## src/rtl/eth_sw_pkg.sv

```systemverilog
// Shared definitions for the 2x2 Ethernet switch: packet field layout, port addresses,
// arbiter state encoding and a saturating counter helper.
package eth_sw_pkg;

    localparam int unsigned PKT_WIDTH = 130;
    localparam int unsigned SOP_BIT   = 0;
    localparam int unsigned DEST_LSB  = 1;
    localparam int unsigned DEST_MSB  = 32;
    localparam int unsigned EOP_BIT   = PKT_WIDTH - 1;

    localparam logic [31:0] PORT_A_ADDR = 32'h0000_00A0;
    localparam logic [31:0] PORT_B_ADDR = 32'h0000_00B0;

    typedef logic [PKT_WIDTH-1:0] pkt_t;

    typedef logic [1:0] arb_state_t;
    localparam arb_state_t ST_IDLE = 2'd0;
    localparam arb_state_t ST_SEND = 2'd1;
    localparam arb_state_t ST_DROP = 2'd2;
    localparam arb_state_t ST_GAP  = 2'd3;

    function automatic logic [31:0] pkt_dest(input pkt_t p);
        return p[DEST_MSB:DEST_LSB];
    endfunction

    function automatic logic pkt_ok(input pkt_t p);
        return p[SOP_BIT] & p[EOP_BIT];
    endfunction

    function automatic logic [15:0] sat_inc16(input logic [15:0] v);
        return (v == 16'hFFFF) ? v : v + 16'd1;
    endfunction

endpackage

```

## src/rtl/rr_arb2.sv

```systemverilog
// Two-requester round-robin arbiter. The pointer only moves when the owner reports a
// completed transfer, so a lone requester never disturbs the fairness order.
module rr_arb2 (
    input  logic       clk,
    input  logic       rstn,
    input  logic [1:0] req,
    input  logic       update,
    input  logic       done_grant,
    output logic       grant,
    output logic       rr_ptr
);

    always_ff @(posedge clk or negedge rstn) begin
        if (!rstn) begin
            rr_ptr <= 1'b0;
        end else if (update) begin
            rr_ptr <= ~done_grant;
        end
    end

    always_comb begin
        grant = (req == 2'b11) ? rr_ptr : req[1];
    end

endmodule

```

## src/rtl/eth_out_port_arb.sv

```systemverilog
// Egress-port scheduler: claims matching heads from two show-ahead ingress FIFOs, sends or drops
// them. Optional statistics counters are built when ETH_ARB_STATS_EN is defined.
module eth_out_port_arb
    import eth_sw_pkg::*;
#(
    parameter logic [31:0] MY_PORT_ADDR = PORT_A_ADDR,
    parameter int unsigned IPG_CYCLES   = 2
) (
    input  logic                 clk,
    input  logic                 rstn,
    input  logic                 in0_empty,
    input  logic [PKT_WIDTH-1:0] in0_head,
    output logic                 in0_pop,
    input  logic                 in1_empty,
    input  logic [PKT_WIDTH-1:0] in1_head,
    output logic                 in1_pop,
    output logic                 tx_valid,
    output logic [PKT_WIDTH-1:0] tx_data,
    input  logic                 tx_ready,
    output logic                 tx_src,
    output logic [15:0]          fwd_cnt0,
    output logic [15:0]          fwd_cnt1,
    output logic [15:0]          drop_cnt
);

    localparam int unsigned    GAP_W    = (IPG_CYCLES > 1) ? $clog2(IPG_CYCLES) : 1;
    localparam logic [GAP_W-1:0] GAP_LAST = (IPG_CYCLES > 0) ? GAP_W'(IPG_CYCLES - 1) : '0;

    arb_state_t       state, state_d;
    logic [1:0]       req;
    logic             grant;
    logic             rr_ptr;
    logic             sel_q;
    logic [GAP_W-1:0] gap_cnt;
    pkt_t             head_sel;
    logic             done_send, done_drop, complete;

    always_comb begin
        req[0]   = !in0_empty && (pkt_dest(in0_head) == MY_PORT_ADDR);
        req[1]   = !in1_empty && (pkt_dest(in1_head) == MY_PORT_ADDR);
        head_sel = grant ? in1_head : in0_head;
    end

    rr_arb2 u_rr_arb2 (
        .clk        (clk),
        .rstn       (rstn),
        .req        (req),
        .update     (complete),
        .done_grant (sel_q),
        .grant      (grant),
        .rr_ptr     (rr_ptr)
    );

    assign done_send = (state == ST_SEND) && tx_ready;
    assign done_drop = (state == ST_DROP);
    assign complete  = done_send || done_drop;
    assign tx_valid  = (state == ST_SEND);
    // The head stays at the FIFO output until the transfer completes, so a reset re-offers it.
    assign in0_pop   = complete && !sel_q;
    assign in1_pop   = complete && sel_q;

    always_comb begin
        state_d = state;
        unique case (state)
            ST_IDLE: if (|req) state_d = pkt_ok(head_sel) ? ST_SEND : ST_DROP;
            ST_SEND: if (tx_ready) state_d = (IPG_CYCLES == 0) ? ST_IDLE : ST_GAP;
            ST_DROP: state_d = ST_IDLE;
            ST_GAP:  if (gap_cnt == GAP_LAST) state_d = ST_IDLE;
            default: state_d = ST_IDLE;
        endcase
    end

    always_ff @(posedge clk or negedge rstn) begin
        if (!rstn) begin
            state   <= ST_IDLE;
            sel_q   <= 1'b0;
            tx_data <= '0;
            tx_src  <= 1'b0;
            gap_cnt <= '0;
        end else begin
            state <= state_d;
            if (state == ST_IDLE && |req) begin
                sel_q <= grant;
                if (pkt_ok(head_sel)) begin
                    tx_data <= head_sel;
                    tx_src  <= grant;
                end
            end
            gap_cnt <= (state == ST_GAP) ? gap_cnt + GAP_W'(1) : '0;
        end
    end

`ifdef ETH_ARB_STATS_EN
    logic [15:0] fwd0_q, fwd1_q, drop_q;

    always_ff @(posedge clk or negedge rstn) begin
        if (!rstn) begin
            fwd0_q <= '0;
            fwd1_q <= '0;
            drop_q <= '0;
        end else begin
            if (done_send && !sel_q) fwd0_q <= sat_inc16(fwd0_q);
            if (done_send && sel_q)  fwd1_q <= sat_inc16(fwd1_q);
            if (done_drop)           drop_q <= sat_inc16(drop_q);
        end
    end

    assign fwd_cnt0 = fwd0_q;
    assign fwd_cnt1 = fwd1_q;
    assign drop_cnt = drop_q;
`else
    assign fwd_cnt0 = '0;
    assign fwd_cnt1 = '0;
    assign drop_cnt = '0;
`endif

endmodule

```

## config.mk

```make
export PLATFORM = sky130hd
export DESIGN_NAME = eth_out_port_arb
export DESIGN_NICKNAME = d
export VERILOG_FILES = /design/src/rtl/eth_sw_pkg.sv /design/src/rtl/rr_arb2.sv /design/src/rtl/eth_out_port_arb.sv
export SDC_FILE = /design/constraint.sdc
export NUM_CORES = 1
export LEC_CHECK = 0
export BUFFER_PORTS_ARGS = -buffer_cell sky130_fd_sc_hd__buf_2
export CAP_MARGIN = 15
export CORE_AREA = 3 3 172 174
export CTS_BUF_LIST = sky130_fd_sc_hd__clkbuf_8
export DETAILED_ROUTE_END_ITERATION = 7
export DIE_AREA = 0 0 175 177
export GPL_TIMING_DRIVEN = 0
export PLACE_DENSITY = 0.53
export SLEW_MARGIN = 20
export SYNTH_ARGS = -nofsm -noshare
export SYNTH_HDL_FRONTEND = slang
export SYNTH_SLANG_ARGS = --single-unit
```

## constraint.sdc

```tcl
create_clock -name clk -period 2 [get_ports clk]
set_input_delay 0.4 -clock clk [delete_from_list [all_inputs] [get_ports clk]]
set_output_delay 0.4 -clock clk [all_outputs]
set_load 0.005 [all_outputs]
```

Yosys cells after proc, flatten, opt, wreduce, memory -nomap -nowiden
Cells that the tools add are included.
{"block": "op_classes", "eq_ne": 9, "n_reduce_logical": 14, "bitwise": 2, "n_mux": 8, "n_addsub": 1}
{"cell": "two-way mux 130 bit", "n": 1}
{"cell": "equality test 32 x 8 -> 1 bit, second input constant", "n": 2}
{"cell": "two-way mux 2 bit", "n": 4}
{"cell": "one-hot mux 2 bit (4 select lines)", "n": 1}
{"cell": "equality test 2 bit, second input constant", "n": 3}
{"cell": "logical AND 1 bit", "n": 6}
{"cell": "inequality test 2 bit, second input constant", "n": 2}
{"cell": "zero test 1 bit", "n": 3}
{"cell": "AND reduction 3 bit", "n": 1}
{"cell": "equality test 2 x 1 -> 1 bit, second input constant", "n": 1}
{"cell": "zero test 2 bit", "n": 1}
{"cell": "two-way mux 1 bit", "n": 2}
{"cell": "inequality test 2 x 1 -> 1 bit, second input constant", "n": 1}
{"cell": "AND reduction 2 bit", "n": 1}
{"cell": "OR reduction 2 bit", "n": 1}
{"cell": "adder 1 bit, second input constant", "n": 1}
{"cell": "bitwise AND 1 bit", "n": 1}
{"cell": "logical OR 1 bit", "n": 1}
{"cell": "inverter 1 bit", "n": 1}
{"block": "totals", "reg_bits": 136}

Depth between registers and ports, before layout
Gate-level depths: netlist (run 1).
{"block": "depth", "depth_word": 9, "depth_mapped": 9, "ltp_nobuf": 6}

Modules after synthesis
From an unflattened synthesis (run 1), not the netlist that was laid out.
{"block": "hier_totals", "cells_unflattened": 534, "area_unflattened_um2": 7606.0}
{"mod": "eth_out_port_arb", "n_inst": 1, "area_each_um2": 7559.8, "cells_each": 530}
{"mod": "rr_arb2", "n_inst": 1, "area_each_um2": 46.3, "cells_each": 4}

Least setup slack after synthesis (run 1)
No wires, ideal clock.
{"block": "synth_timing", "path_kind": "input-to-reg", "startpoint": "in in0_head[21]", "endpoint": "reg tx_data[55]", "arrival_ns": 2.180, "setup_time_ns": 0.121, "cell_stages": 9, "setup_slack_ns": -0.301, "path_cell_list": "nor4_1 -> nand3_1 -> or4_1 -> a211o_1 -> buf_6 -> buf_6 -> buf_6 -> o22ai_2 -> a21oi_2"}
{"block": "synth_via", "elab_chain_cells": 7, "elab_cells_between_ends": 9}
{"item": "from (decl)", "line_no": "eth_out_port_arb.sv:12", "text": "input logic [PKT_WIDTH-1:0] in0_head,"}
{"item": "equality test 32 x 8 -> 1 bit (*)", "line_no": "eth_out_port_arb.sv:39", "text": "req[0] = !in0_empty && (pkt_dest(in0_head) == MY_PORT_ADDR);"}
{"item": "logical AND 1 bit (*)", "line_no": "eth_out_port_arb.sv:39"}
{"item": "equality test 2 bit", "line_no": "rr_arb2.sv:22", "text": "grant = (req == 2'b11) ? rr_ptr : req[1];"}
{"item": "two-way mux 1 bit", "line_no": "rr_arb2.sv:22"}
{"item": "two-way mux 130 bit", "line_no": "eth_out_port_arb.sv:41", "text": "head_sel = grant ? in1_head : in0_head;"}
{"item": "bitwise AND 1 bit", "line_no": "eth_sw_pkg.sv:27", "text": "return p[SOP_BIT] & p[EOP_BIT];"}
{"item": "AND reduction 2 bit (no line)"}
{"item": "to (signal assigned)", "line_no": "eth_out_port_arb.sv:85", "text": "tx_data <= head_sel;"}
{"item": "to (decl)", "line_no": "eth_out_port_arb.sv:18", "text": "output logic [PKT_WIDTH-1:0] tx_data,"}
Every way passes the cells marked *; elsewhere a longest branch is shown, timed or not.
A chain may end at the register's enable or synchronous reset.

Final worst setup path (run 1)
{"block": "layout_timing", "startpoint": "in in0_head[1]", "endpoint": "reg tx_data[75]"}
Same word-level chain as after synthesis.

==> run_results.csv, run 1 <==
group,metric,value,unit
synthesis,yosys.area_share.simple,0.0779,
synthesis,ys_types,37,
clocking,cts_tree,"done",
setup_path,crit_top_cell,"buf_12",
place,dp.final_hpwl,18500,um
die,dieArea,31000,um^2
synthesis,syn_area_per_cell,11.0,um^2
setup_path,reg2reg_from,"state[0]$_DFFE_PN0P_",
timing,layout_min_cycle_time,2.19,ns
setup_path,ff2ff_path_depth,9,
global_routing,grt_pass1_wl,35300,um
clocking,cts_sinks,136,
final_layout,fill_cells,2813,
drt,dr.pass1.iters,4,
die,fp-row-count,61,
die,die_w,175,um
drt,routedWlPerCell,16.7,um
clocking,htree_levels,4,
drt,drc,0,
setup_path,required,2.32,ns
timing,hold_viol,0,
synthesis,ys_warn_count,0,
synthesis,synth_compound_area_frac,0.256,
global_routing,grt_usage,0.147,
job,maxCapViolCount,0,
timing,fmax,457,MHz
final_layout,layout-drive-gt1-share,0.696,
place,port_buffers,398,
synthesis,synth.most_common_cell,"dfrtp_1",
pwr,cellLeakagePower,5.78,nW
drt,dr_total_vias,6085,
timing,setup_ws,-0.186,ns
timing,tightest_slew,0.533,ns
place,gp_congestion,0.860,
global_routing,grt_max_degree,73,
timing,relSlewSlack,0.645,
synthesis,synthFlopType,"dfrtp_1",
timing,rsz0062_at_grt,"yes",
final_layout,diodes,0,
setup_path,end_kind,"flop",
die,ios,447,
synthesis,syn_area,6630,um^2
final_layout,syn_to_final_growth,67.6,%
clocking,clockBufferDepth,2,
synthesis,synth_top_family_by_area,"compound AO/OA/AOI/OAI gates",
global_routing,antenna_found_initial,0,
place,preCtsSetupSlack,-1.08,ns
setup_path,worstPathCellList,"buf_6, nor4_4, nand4_1, or4_1, a211o_1, buf_12, buf_12, clkbuf_16, o22ai_4, a21oi_2",
synthesis,yosys.area.top_type_share,0.513,
die,die_h,177,um
min_path,min_path_type,"in2reg",
synthesis,synth-seq-cells,136,
pwr,p_per_area,526,nW/um^2
setup_path,path_class,"in2reg",
setup_path,critPathSlowestCell,"or4_1",
synthesis,synth-async-reset-ratio,1.00,
global_routing,grt_pass1_vias,6122,
run_status,run_status,"finished, violations left",
synthesis,synth_edf_count,0,
setup_path,r2r_end,"tx_data[75]$_DFFE_PN0P_",
synthesis,synth_fa_ha_area_frac,0,
drt,via_per_inst,4.09,
clocking,worstSkewPairLatency,0.43,ns
timing,finalSetupViolations,122,
setup_path,critPathLaunch,"in0_head[1]",
setup_path,arrival,2.50,ns
setup_path,cp_max_fo,8,
synthesis,synth_mux_area_frac,0.00151,
timing,tns,-15.25,ns
drt,drt-total-wl,24800,um
timing,period_share,1.09,
pwr,irDropWorstVdd,330,uV
drt,final_antenna_net_count,0,
synthesis,synth_xor_area_frac,0,
synthesis,yosys.area.top_type,"dfrtp_1",
synthesis,ys_top_cells_by_count,"dfrtp_1, inv_1, a21oi_2",
timing,slew_viol_final,0,
setup_path,max_stage_delay,0.56,ns
clocking,path_clk_slew,0.09,ns
synthesis,ys_seq_area_frac,0.513,
die,core_area,27900,um^2
die,floorplan.initialDensity,0.237,
setup_path,cp-endpoint,"tx_data[75]$_DFFE_PN0P_",
synthesis,synthCells,604,
clocking,cts_buffers,17,
global_routing,overflow,0,
clocking,cts_root_buffer,"clkbuf_8",
setup_path,crit_path_start_kind,"input port",
setup_path,regToRegSetupSlack,-0.18,ns
run_status,violations,"negative setup slack",
synthesis,synth.top_cells.by_area,"dfrtp_1, a21oi_2, o22ai_1",
drt,drt_iter0_markers,190,
final_layout,fin_nets,1362,
timing,fin_skew,0.0110,ns
area by class of cell:
class | instances | area, um^2 | share of cell area
multi-input cells | 333 | 3130 | 0.282
flip-flops and latches | 136 | 3410 | 0.306
inverters | 99 | 372 | 0.0334
plain buffers | 83 | 846 | 0.0761
clock buffers | 17 | 234 | 0.0210
repair buffers | 427 | 2500 | 0.225
well taps | 378 | 473 | 0.0425
clock inverters | 14 | 150 | 0.0135
routing by layer:
| layer | vias to the layer above | share of wire | GRT usage |
|---|---|---|---|
| li1 | 2965 | - | - |
| met1 | 2850 | 0.41 | 0.178 |
| met2 | 257 | 0.51 | 0.261 |
| met3 | 13 | 0.068 | 0.0386 |
| met4 | 0 | 0.0073 | 0.0339 |
| met5 | - | 0 | 0 |
through the flow:
stage	hold slack [ns]	total power, mW	instances	util	cell area, um^2
floorplan	0.104	3.05	651	-	7140
finish	0.230	5.85	1487	0.398	11100
CTS	0.182	5.91	1466	0.369	10300
detailed placement	0.391	3.46	1428	0.345	9650
global placement	0.429	3.45	1427	0.344	9610
global route	0.185	6.15	1487	0.398	11100
worst min path at each step:
stage,from,end,slack [ns],cells after the start
finish,in1_head[36],tx_data[36]$_DFFE_PN0P_,0.23,3
global route,in1_head[36],tx_data[36]$_DFFE_PN0P_,0.18,3
CTS,in1_head[38],tx_data[38]$_DFFE_PN0P_,0.18,3
detailed placement,rstn,tx_data[108]$_DFFE_PN0P_,0.39,1
global placement,gap_cnt$_DFF_PN0_,gap_cnt$_DFF_PN0_,0.43,1
floorplan,rstn,gap_cnt$_DFF_PN0_,0.10,0
layout by cell type, fill, tap and decap left out, types with 17 or more instances in the layout:
cell type and n:
a21oi_2 96, and2_4 27, buf_2 392, buf_4 63, buf_6 18, clkbuf_8 17
conb_1 48, dfrtp_1 134, inv_1 99, o22ai_2 70
cell families after synthesis:
logic type | after synthesis
AOI/OAI and AO/OA | 202
buffers and inverters | 182
DFF | 136
muxes | 1
other | 1
and+or+nand+nor | 82
timing repair:
action | in CTS | in global routing
endpoints found under the setup margin | 127 | 133
gates cloned | 0 | 11
pin swaps | 6 | 24
gates resized for setup | 46 | 111
hold endpoints to repair | 64 | 0
hold buffers | 1 | 0
buffers inserted | 6 | 11
power breakdown:
part,switching (mW),internal (mW),leakage [nW],total [mW]
combinational,0.371,0.399,4.20,0.770
clock,1.18,1.11,0.194,2.29
sequential,0.0202,2.77,1.39,2.79
worst max-delay path, delay by kind of cell:
family | cells | cell delay [ns]
simple gates | 3 | 1.03
buf+inv | 4 | 0.58
compound gates | 3 | 0.47
flip-flops by register name, summed over array words and instances, names as in the netlist:
register,cells
gap_cnt,1
sel_q,1
state,2
tx_data,130
tx_src,1
u_rr_arb2.rr_ptr,1
Power figures use the tool's default switching activity.
==> run 2, diff against run 1 <==
--- a/config.mk
+++ b/config.mk
@@ -12,7 +12,8 @@
 export DETAILED_ROUTE_END_ITERATION = 7
 export DIE_AREA = 0 0 175 177
 export GPL_TIMING_DRIVEN = 0
-export PLACE_DENSITY = 0.53
+export HOLD_SLACK_MARGIN = 0.12
+export PLACE_DENSITY = 0.51
 export SLEW_MARGIN = 20
 export SYNTH_ARGS = -nofsm -noshare
 export SYNTH_HDL_FRONTEND = slang
==> constraint.sdc (replaced) <==
create_clock -name clk -period 2.8 [get_ports clk]
set_input_delay 0.56 -clock clk [delete_from_list [all_inputs] [get_ports clk]]
set_output_delay 0.56 -clock clk [all_outputs]
set_load 0.005 [all_outputs]
==> run 2 against run 1 <==
The run now ends clean. Register-to-register slack gained 0.47 ns. Utilization shrank 4.9 points. Critical path depth shrank 2. Largest cell class unchanged. Worst setup slack gained 0.40 ns. Routed wire length shrank 5.6%. Clock power shrank 25%. Non-clock buffer count shrank 27. Combinational power shrank 45%. Sequential cell count is the same. Critical path type unchanged. Clock-buffer cell count grew 1. Die area is the same. Global-route usage shrank 0.092 points.
==> run_results.csv, run 2 (synthesized netlist as in run 1, its figures left out) <==
group,metric,value,unit
drt,final_antenna_net_count,0,
timing,setup_ws,0.212,ns
global_routing,grt_pass1_wl,34500,um
pwr,power_switching_share,0.266,
final_layout,fill_cells,2928,
final_layout,syn_to_final_growth,47.2,%
pwr,cellLeakagePower,5.26,nW
setup_path,required,3.17,ns
place,gp_congestion,0.857,
place,placed_cell_area,9310,um^2
pwr,irDropWorstVdd,251,uV
drt,dr.pass1.iters,4,
setup_path,crit_path_start_kind,"input port",
setup_path,arrival,2.96,ns
final_layout,fin_nets,1335,
final_layout,fin_area,9760,um^2
timing,rsz0062_at_grt,"no",
pwr,power_frac_comb,0.101,
drt,drc,0,
setup_path,end_kind,"flop",
pwr,power.switching,1.10,mW
timing,tightest_slew,0.657,ns
drt,drt-total-wl,23400,um
die,dieArea,31000,um^2
timing,fin_skew,0.0248,ns
pwr,intPower,3.04,mW
die,fp-row-count,61,
clocking,htree_levels,4,
drt,drt_iter0_markers,183,
setup_path,cp_max_fo,10,
min_path,min_path_type,"in2reg",
pwr,p_seq_frac,0.483,
job,maxCapViolCount,0,
timing,slew_viol_final,0,
clocking,cts_buffers,17,
timing,finalSetupViolations,0,
pwr,p_per_area,425,nW/um^2
clocking,cts_tree,"done",
final_layout,largest-register,"tx_data",
final_layout,layout_common_cells,"buf_2, dfrtp_1, inv_1",
global_routing,grt_usage,0.146,
timing,period_share,0.924,
timing,relSlewSlack,0.562,
place,port_buffers,398,
global_routing,grt_max_degree,84,
global_routing,grt_pass1_vias,6020,
die,floorplan.initialDensity,0.237,
final_layout,largestRegisters,"tx_data x130, state x2",
die,core_area,27900,um^2
timing,fmax,386,MHz
clocking,worstSkewPairLatency,0.44,ns
clocking,clockBufferDepth,2,
die,ios,447,
timing,hold_viol,0,
final_layout,largest_reg_flops,130,
drt,via_per_inst,4.00,
place,preCtsSetupSlack,-0.836,ns
final_layout,diodes,0,
drt,dr_total_vias,5851,
global_routing,overflow,0,
clocking,path_clk_slew,0.09,ns
timing,layout_min_cycle_time,2.59,ns
die,die_w,175,um
place,dp.final_hpwl,18300,um
die,die_h,177,um
global_routing,antenna_found_initial,2,
pwr,power.share.clock,0.416,
final_layout,layout-drive-gt1-share,0.590,
run_status,run_status,"finished, final reports clean",
drt,routedWlPerCell,16.0,um
setup_path,path_class,"in2reg",
clocking,cts_root_buffer,"clkbuf_8",
final_layout,final_common_cell,"buf_2",
clocking,cts_sinks,136,
[run 2: layer usage]
layer	track usage	routed length (um)	part of all wire	up-vias
li1	-	-	-	2909
met1	0.179	9620	0.41	2662
met2	0.248	11400	0.49	267
met3	0.0493	2130	0.091	11
met4	0.0339	232	0.0099	2
met5	0	7	0.00030	-
[run 2: timing repair]
action,in CTS,in global routing
endpoints found under the setup margin,12,4
buffers inserted,0,0
hold endpoints to repair,20,0
resized for setup,3,3
hold buffers,1,0
[run 2: cell type report]
class | count | area [um^2] | share of cell area
Sequential cell | 136 | 3400 | 0.349
Multi-Input combinational cell | 333 | 2430 | 0.249
Timing Repair Buffer | 400 | 2040 | 0.209
Buffer | 83 | 632 | 0.0647
Tap cell | 378 | 473 | 0.0484
Inverter | 99 | 372 | 0.0381
Clock buffer | 18 | 248 | 0.0254
Clock inverter | 14 | 163 | 0.0167
[run 2: final timing paths]
check | start | endpoint | slack, ns | cells after the start
setup / recovery | in1_head[11] | tx_data[1]$_DFFE_PN0P_ | 0.21 | 8
hold / removal | in1_head[79] | tx_data[79]$_DFFE_PN0P_ | 0.39 | 3
setup reg to reg | state[0]$_DFFE_PN0P_ | tx_data[99]$_DFFE_PN0P_ | 0.29 | 8
hold reg to reg | gap_cnt$_DFF_PN0_ | gap_cnt$_DFF_PN0_ | 0.45 | 1
max in group asynchronous | rstn | tx_data[57]$_DFFE_PN0P_ | 1.37 | 3
min in group asynchronous | rstn | tx_data[21]$_DFFE_PN0P_ | 0.68 | 2
[run 2: critical path: stages]
cell and delay [ns]:
buf_2 0.10, nor4_1 0.40, nand4_1 0.29, nor4_4 0.51, a21oi_2 0.14, o221ai_2 0.28, clkbuf_1 0.47, and2_1 0.21
[run 2: through the flow]
step                std cells  hold WS (ns)  setup TNS (ns)  utilization  power, mW
finish                   1461         0.387               0        0.349       4.15
global route             1461         0.352               0        0.349       4.37
CTS                      1461         0.343               0        0.349       4.24
detailed placement       1428         0.445          -36.55        0.333       2.45
global placement         1427         0.424         -156.42        0.332       2.44
floorplan                 651         0.264               0            -       2.17
[run 2: power by group through the flow]
stage | sequential (mW) | combinational, mW | clock, mW
2_1_floorplan | 2.03 | 0.140 | 0
3_3_place_gp | 2.04 | 0.402 | 0
3_5_place_dp | 2.04 | 0.414 | 0
4_1_cts | 2.00 | 0.420 | 1.82
5_1_grt | 2.01 | 0.470 | 1.90
6_report | 2.00 | 0.420 | 1.72
